$ cat src/rtl/key_conditioner.sv
// Push-button conditioner: synchronize, debounce, edge-detect
// and auto-repeat each key channel independently.
module key_conditioner #(
  parameter int NUM_KEYS        = 4,
  parameter int DEBOUNCE_CYCLES = 1000000,
  parameter int REPEAT_DELAY    = 15000000,
  parameter int REPEAT_PERIOD   = 2500000
) (
  input  logic                clk,
  input  logic                reset,
  input  logic [NUM_KEYS-1:0] keys_n,
  output logic [NUM_KEYS-1:0] pressed,
  output logic [NUM_KEYS-1:0] press_pulse,
  output logic [NUM_KEYS-1:0] repeat_pulse
);

  localparam int DW = $clog2(DEBOUNCE_CYCLES + 1);
  localparam int RMAX = (REPEAT_DELAY > REPEAT_PERIOD) ?
                        REPEAT_DELAY : REPEAT_PERIOD;
  localparam int RW = $clog2(RMAX + 1);

  localparam logic [DW-1:0] DB_LAST = DW'(DEBOUNCE_CYCLES - 1);
  localparam logic [RW-1:0] DLY_LAST = RW'(REPEAT_DELAY - 1);
  localparam logic [RW-1:0] PER_LAST = RW'(REPEAT_PERIOD - 1);

  typedef enum logic [1:0] {
    IDLE,
    DELAY,
    REPEAT
  } rpt_state_t;

  for (genvar i = 0; i < NUM_KEYS; i++) begin : g_key
    logic          sync1;
    logic          sync2;
    logic          key_sync;
    logic [DW-1:0] db_q;
    logic [DW-1:0] db_d;
    logic          p_q;
    logic          p_d;
    logic          rise;
    logic          pp_q;
    rpt_state_t    st_q;
    rpt_state_t    st_d;
    logic [RW-1:0] rc_q;
    logic [RW-1:0] rc_d;
    logic          rp_q;
    logic          rp_d;

    assign key_sync = ~sync2;
    assign rise     = p_d & ~p_q;

    // Two-flop synchronizer; reset parks it at "released".
    always_ff @(posedge clk or posedge reset) begin
      if (reset) begin
        sync1 <= 1'b1;
        sync2 <= 1'b1;
      end else begin
        sync1 <= keys_n[i];
        sync2 <= sync1;
      end
    end

    // Debounce: count consecutive mismatch cycles, toggle on the last.
    always_comb begin
      p_d  = p_q;
      db_d = '0;
      if (key_sync != p_q) begin
        if (db_q == DB_LAST) begin
          p_d = ~p_q;
        end else begin
          db_d = db_q + 1'b1;
        end
      end
    end

    // Repeat FSM next state; a release always wins over a terminal count.
    always_comb begin
      st_d = st_q;
      rc_d = rc_q;
      rp_d = 1'b0;
      if (!p_d) begin
        st_d = IDLE;
        rc_d = '0;
      end else begin
        unique case (st_q)
          IDLE: begin
            if (rise) begin
              st_d = DELAY;
              rc_d = '0;
              rp_d = 1'b1;
            end
          end
          DELAY: begin
            if (rc_q == DLY_LAST) begin
              st_d = REPEAT;
              rc_d = '0;
              rp_d = 1'b1;
            end else begin
              rc_d = rc_q + 1'b1;
            end
          end
          REPEAT: begin
            if (rc_q == PER_LAST) begin
              rc_d = '0;
              rp_d = 1'b1;
            end else begin
              rc_d = rc_q + 1'b1;
            end
          end
          default: begin
            st_d = IDLE;
            rc_d = '0;
          end
        endcase
      end
    end

    // Channel state registers and registered pulse outputs.
    always_ff @(posedge clk or posedge reset) begin
      if (reset) begin
        db_q <= '0;
        p_q  <= 1'b0;
        pp_q <= 1'b0;
        st_q <= IDLE;
        rc_q <= '0;
        rp_q <= 1'b0;
      end else begin
        db_q <= db_d;
        p_q  <= p_d;
        pp_q <= rise;
        st_q <= st_d;
        rc_q <= rc_d;
        rp_q <= rp_d;
      end
    end

    assign pressed[i]      = p_q;
    assign press_pulse[i]  = pp_q;
    assign repeat_pulse[i] = rp_q;
  end

endmodule

$ cat config.mk
export PLATFORM = sky130hd
export DESIGN_NAME = key_conditioner
export DESIGN_NICKNAME = d
export VERILOG_FILES = /design/src/rtl/key_conditioner.sv
export SDC_FILE = /design/constraint.sdc
export NUM_CORES = 1
export LEC_CHECK = 0
export CAP_MARGIN = 20
export CELL_PAD_IN_SITES_DETAIL_PLACEMENT = 0
export CELL_PAD_IN_SITES_GLOBAL_PLACEMENT = 1
export CORE_ASPECT_RATIO = 1.4
export CORE_MARGIN = 4
export CORE_UTILIZATION = 45
export DETAILED_ROUTE_END_ITERATION = 8
export PLACE_DENSITY_LB_ADDON = 0.08
export SLEW_MARGIN = 20
export SYNTH_ARGS = -nofsm -noshare
export SYNTH_HDL_FRONTEND = slang
export SYNTH_SLANG_ARGS = --single-unit
$ cat constraint.sdc
create_clock -name clk -period 22 [get_ports clk]
set_clock_uncertainty 0.05 [all_clocks]
set_input_delay 4.4 -clock clk [delete_from_list [all_inputs] [get_ports clk]]
set_output_delay 4.4 -clock clk [all_outputs]
set_load 0.05 [all_outputs]
==> reports/metrics.yaml, run 1 <==
run_status:
  outcome: "finished, final reports clean"
placed_design:
  numPortBuffers: 17
  dp_hpwl_um: 15700
  gp_congestion: 0.788
drt:
  ant_nets: 0
  drtIter0Drc: 332
  via_per_inst: 5.61
  wl_per_cell_um: 15.8
  firstDrtPassIters: 4
  dr_total_vias: 8562
  drcViolationCount: 0
  wirelength_um: 24100
critical_path:
  crit_fanout: 6
  arrival_ps: 1790
  worstSetupEndpointType: "output pin"
  max_stage_delay_ps: 840
  cp-start-kind: "flop"
  crit_family: "buffers and inverters"
  crit_slowest_cell: "clkdlybuf4s50_1"
  required_ps: 17550
  path_class: "flop to output pin"
  crit_chain: "clkdlybuf4s50_1"
  r2r_slack_ps: 18310
  critPathBufInv: 1
yosys:
  synth-edff-count: 0
  synth_cell_type_count: 67
  syn_nets: 1232
  mappedNetlistArea_um2: 11100
  ys.warnings.count: 0
  seq_area_frac_synth_pct: 45.9
  synth_ff_type: "dfrtp_1"
  syn_avg_cell_area_um2: 9.30
  synthArstFlopShare_pct: 100
  postSynthCellCount: 1198
  synth_seq_cells: 204
cells_and_area:
  fin_util_pct: 50.9
  nFillCells: 2295
  mostFrequentLayoutCell: "dfrtp_1"
  areaGrowthSynthToFinish_pct: 10.3
  diodes: 0
  drive_above_1_share_pct: 6.91
  num-nets-final: 1233
  layout_common_cells: "dfrtp_1 (196), nor2_1 (171), nand2_1 (110), nand3_1 (72)"
clock_network:
  clk_pin_slew_ps: 60
  cts_tree: "done"
  cts_hold_buffers: 0
  clockBufferDepth: 3
  cts_buffers: 23
  clk-insertion-delay-late_ps: 500
  cts_max_level: 1
  cts_setup_buffers: 0
  root_buffer: "clkbuf_16"
  post_cts_resized: 0
  cts_sinks: 204
flow_run:
  drv_cap: 0
grt:
  first_global_vias: 8579
  grt_max_degree: 126
  antenna_found_initial: 0
  grt-ovfl-total: 0
  grtUsageTotal_pct: 17.7
  grt_pass1_wl_um: 41900
floorplan:
  die_h_um: 194
  start_util_pct: 46.1
  chipWidth_um: 141
  rows: 67
  die_area_um2: 27400
  core-area_um2: 24100
  num_io_pins: 18
pwr:
  vdd_drop_max_mv: 0.0551
  power_density_nw_per_um2: 61.7
  p_leak_nw: 5.34
sta:
  hold-worst-slack_ps: 305
  finalCriticalPeriod_ps: 6240
  worst_pin_slew_ps: 1010
  fin_tns_setup_ps: 0
  final.period_utilization_pct: 28.4
  max_freq_ghz: 0.160
  rsz0062_at_grt: "false"
  hold_viol_final: 0
  slew_headroom_pct: 32.0
  slew_viol_final: 0
  setup_viol: 0
min_path:
  hold_path.class: "flop to flop"
[synth_stat cells, drive strengths merged, types with 14 or more instances]
master	instances	area share, %
nand2	110	3.7
and2	19	1.1
a31oi	14	0.79
xor2	47	3.7
o31ai	15	1.0
buf	19	1.1
inv	39	1.3
nor2	171	5.8
nand4	40	2.2
and3	23	1.3
xnor2	37	2.9
a21o	35	2.4
ha	28	3.1
o21ai	25	1.1
nor3	39	1.8
nor4	26	1.5
a22o	47	3.7
clkbuf	34	1.1
dfrtp	196	44
nand3	72	3.2
[worst reg2reg max path, stage by stage, from the launching register on]
cell and delay [ps]:
dfrtp_1 430, or4_1 560, or2_0 240, or4_1 650, a221oi_4 330, buf_4 330
nor2b_1 760, a22o_1 260
[flip-flops by register name, indices dropped and copies added (netlist names)]
name and count:
g_key.p_q 4, g_key.pp_q 4, g_key.rc_q 96, g_key.db_q 80, g_key.st_q 8, g_key.rp_q 4, g_key.sync2 4, g_key.sync1 4
[final cells by class]
type / count / area [um2] / share of cell area, %
multi-input cells: 902 / 5660 / 46.0
flip-flops and latches: 204 / 5110 / 41.6
clock buffers: 33 / 663 / 5.40
well taps: 310 / 388 / 3.16
repair buffers: 29 / 264 / 2.15
inverters: 39 / 154 / 1.25
clock inverters: 8 / 46.3 / 0.377
[stage by stage]
step / worst slack [ps] / total power, mW / cell area (um2) / instances
3_3_place_gp: 15240 / 0.403 / 11600 / 1484
3_5_place_dp: 15210 / 0.403 / 11600 / 1484
2_1_floorplan: 12000 / 0.398 / 11100 / 1198
4_1_cts: 15720 / 0.772 / 12300 / 1525
6_report: 15760 / 0.758 / 12300 / 1525
5_1_grt: 15680 / 0.787 / 12300 / 1525
[metal layers]
| metal | global-route usage (%) | share of wire, % | routed length [um] | vias up |
|---|---|---|---|---|
| met5 | 0 | 0 | 0 | - |
| met4 | 4.06 | 1.8 | 439 | 0 |
| met3 | 2.32 | 2.5 | 612 | 34 |
| met2 | 30.9 | 49 | 11800 | 70 |
| met1 | 23.3 | 47 | 11200 | 4143 |
| li1 | - | - | - | 4315 |
[kinds of logic (layout without fill, tap and decap cells)]
logic type	count (synthesis)	after routing	share of synthesized area (%)
adder cells (fa/ha/maj)	28	28	3.14
flip-flops	204	204	45.9
multiplexers	4	4	0.393
buffers and inverters	92	109	3.59
AND/OR/NAND/NOR	586	586	26.6
XOR/XNOR	84	84	6.60
AO/OA/AOI/OAI	200	200	13.8
[where the power goes]
part | internal [mW] | switching, mW
clock network | 0.209 | 0.153
registers | 0.378 | 0.00241
logic | 0.00326 | 0.0115
total | 0.591 | 0.166
[final timing paths]
check | startpoint | endpoint | cells after the start
max | g_key[2].p_q | pressed[2] | 1
min | g_key[3].sync1 | g_key[3].sync2 | 0
max reg2reg | g_key[0].db_q[12] | g_key[0].rc_q[7] | 7
min reg2reg | g_key[3].sync1 | g_key[3].sync2 | 0
max in group asynchronous | reset | g_key[2].db_q[3] | 3
min in group asynchronous | reset | g_key[2].rc_q[13] | 2
(Power assumes the default switching activity.)
==> run 2, diff against run 1 <==
clock period = 5 ns   (was 22 ns; I/O delays follow)
==> run 2 against run 1 <==
Against the previous run: cell count is 0.20% lower; critical path type is now flop to flop; sequential cell count stayed put; non-clock buffer count is 1 higher; largest cell class unchanged.
==> reports/metrics.yaml, run 2 (synthesis gave the netlist of run 1 again) <==
placed_design:
  dp_hpwl_um: 16200  # +3.1%
  numPortBuffers: 17  # unchanged
  place_area_um2: 11600  # +0.14%
  gp_congestion: 0.761  # -3.5%
  pre_cts_ws_ps: 1560  # -13640 ps
min_path:
  hold_path.class: "flop to flop"
  hold_start: "g_key[0].sync1"
  min_path_cells: 0  # unchanged
  holdPathEnd: "g_key[0].sync2"
floorplan:
  rows: 67  # unchanged
  die_area_um2: 27400  # unchanged
  start_util_pct: 46.1  # unchanged
  core-area_um2: 24100  # unchanged
  die_h_um: 194  # unchanged
  chipWidth_um: 141  # unchanged
  num_io_pins: 18  # unchanged
sta:
  hold_viol_final: 0  # unchanged
  fin_ws_ps: 1590  # -14170 ps
  rsz0062_at_grt: "false"
  max_freq_ghz: 0.293
  final.period_utilization_pct: 68.2
  slew_headroom_pct: 31.5  # -0.50 points
  finalCriticalPeriod_ps: 3410
  fin_tns_setup_ps: 0  # unchanged
  worst_pin_slew_ps: 1020  # +7.45 ps
  setup_viol: 0  # unchanged
  slew_viol_final: 0  # unchanged
clock_network:
  post_cts_resized: 0  # unchanged
  clk_pin_slew_ps: 60  # about the same
  cts_buffers: 22  # -4.3%
  cts_hold_buffers: 0  # unchanged
  cts_max_level: 1  # unchanged
  root_buffer: "clkbuf_16"
  clk-insertion-delay-late_ps: 500  # about the same
  clockBufferDepth: 3  # unchanged
  cts_setup_buffers: 0  # unchanged
  cts_sinks: 204  # unchanged
  cts_tree: "done"
cells_and_area:
  layout_common_cells: "dfrtp_1 (196), nor2_1 (171), nand2_1 (110), nand3_1 (72)"
  stdcell_area_um2: 12300  # +0.10%
  top_regs: "g_key.rc_q x96, g_key.db_q x80, g_key.st_q x8"
  mostFrequentLayoutCell: "dfrtp_1"
  seqCellArea_um2: 5110  # unchanged
  multi_input_area_um2: 5660  # unchanged
  drive_above_1_share_pct: 6.68  # -0.23 points
  largest_reg_flops: 96  # unchanged
  areaGrowthSynthToFinish_pct: 10.4
  regMostFlops: "g_key.rc_q"
  fin_util_pct: 50.9  # +0.052 points
  diodes: 0  # unchanged
  nFillCells: 2265  # -1.3%
  num-nets-final: 1233  # unchanged
run_status:
  outcome: "finished, final reports clean"
critical_path:
  cp-start-kind: "flop"
  cp_common_cell: "or4_1"
  r2r_start: "g_key[0].db_q[12]"
  max_stage_delay_ps: 690  # -150 ps
  r2r_cells: 6  # -1
  crit_family: "simple AND/OR/NAND/NOR gates"
  arrival_ps: 3800  # +2010 ps
  worstSetupEndpointType: "flop"
  path_class: "flop to flop"
  rr_endpoint: "g_key[0].rc_q[14]"
  required_ps: 5390  # -12160 ps
  critPathBufInv: 0  # -1
  crit_fanout: 10  # +4
  crit_chain: "or4_1, or2_0, or4_1, a221oi_4, nor2b_1, a22o_1"
  crit_slowest_cell: "nor2b_1"
  r2r_slack_ps: 1590  # -16720 ps
drt:
  ant_nets: 0  # unchanged
  wirelength_um: 24200  # +0.64%
  drcViolationCount: 0  # unchanged
  drtIter0Drc: 397  # +20%
  via_per_inst: 5.73  # +2.0%
  dr_total_vias: 8719  # +1.8%
  wl_per_cell_um: 15.9  # +0.83%
  firstDrtPassIters: 5  # +1
grt:
  grt_max_degree: 120  # -4.8%
  grtUsageTotal_pct: 17.9  # +0.21 points
  first_global_vias: 8673  # +1.1%
  antenna_found_initial: 0  # unchanged
  grt-ovfl-total: 0  # unchanged
  grt_pass1_wl_um: 42300  # +0.92%
pwr:
  power_density_nw_per_um2: 273  # +340%
  p_leak_nw: 5.34  # about the same
  power_mw: 3.35  # +340%
  vdd_drop_max_mv: 0.216  # +290%
flow_run:
  drv_cap: 0  # unchanged
-- run 2: area by class of cell --
| class | instances | area share, % |
|---|---|---|
| clock inverter | 1 | 0.0407 |
| multi-input combinational | 902 | 46.0 |
| timing repair buffer | 30 | 2.28 |
| tap | 310 | 3.15 |
| inverter | 39 | 1.22 |
| sequential | 204 | 41.6 |
| clock buffer | 36 | 5.73 |
-- run 2: where the power goes --
group / internal, mW / switching (mW)
clock network: 0.954 / 0.659
registers: 1.66 / 0.0103
logic: 0.0160 / 0.0503
-- run 2: layer usage --
layer | part of all wire (%) | global-route usage, % | vias to the layer above | wire [um]
met5 | 0 | 0 | - | 0
met4 | 2.6 | 5.39 | 0 | 629
met3 | 3.0 | 2.25 | 41 | 727
met2 | 50 | 31.3 | 103 | 12100
met1 | 44 | 23.0 | 4269 | 10700
li1 | - | - | 4306 | -
-- run 2: worst max path at each step --
stage | from | end | slack [ps] | depth (start not counted)
2_1_floorplan | reset | g_key[0].db_q[0] | 1310 | 1
5_1_grt | g_key[0].db_q[12] | g_key[0].rc_q[19] | 1350 | 6
3_5_place_dp | g_key[0].db_q[12] | g_key[0].rc_q[8] | 1560 | 6
6_report | g_key[0].db_q[12] | g_key[0].rc_q[14] | 1590 | 6
4_1_cts | g_key[0].db_q[12] | g_key[0].rc_q[19] | 1560 | 6
3_3_place_gp | g_key[0].db_q[12] | g_key[0].rc_q[11] | 1630 | 6
-- run 2: worst reg2reg max path, cell delays in order (launching register included) --
cell and delay [ps]:
dfrtp_1 430, or4_1 560, or2_0 220, or4_1 650
a221oi_4 470, nor2b_1 690, a22o_1 260
-- run 2: stage by stage --
step                      instances  hold WS, ps
after floorplan                1198          295
after CTS                      1522          306
after detailed placement       1485          298
final                          1522          305
after global routing           1522          307
after global placement         1485          296
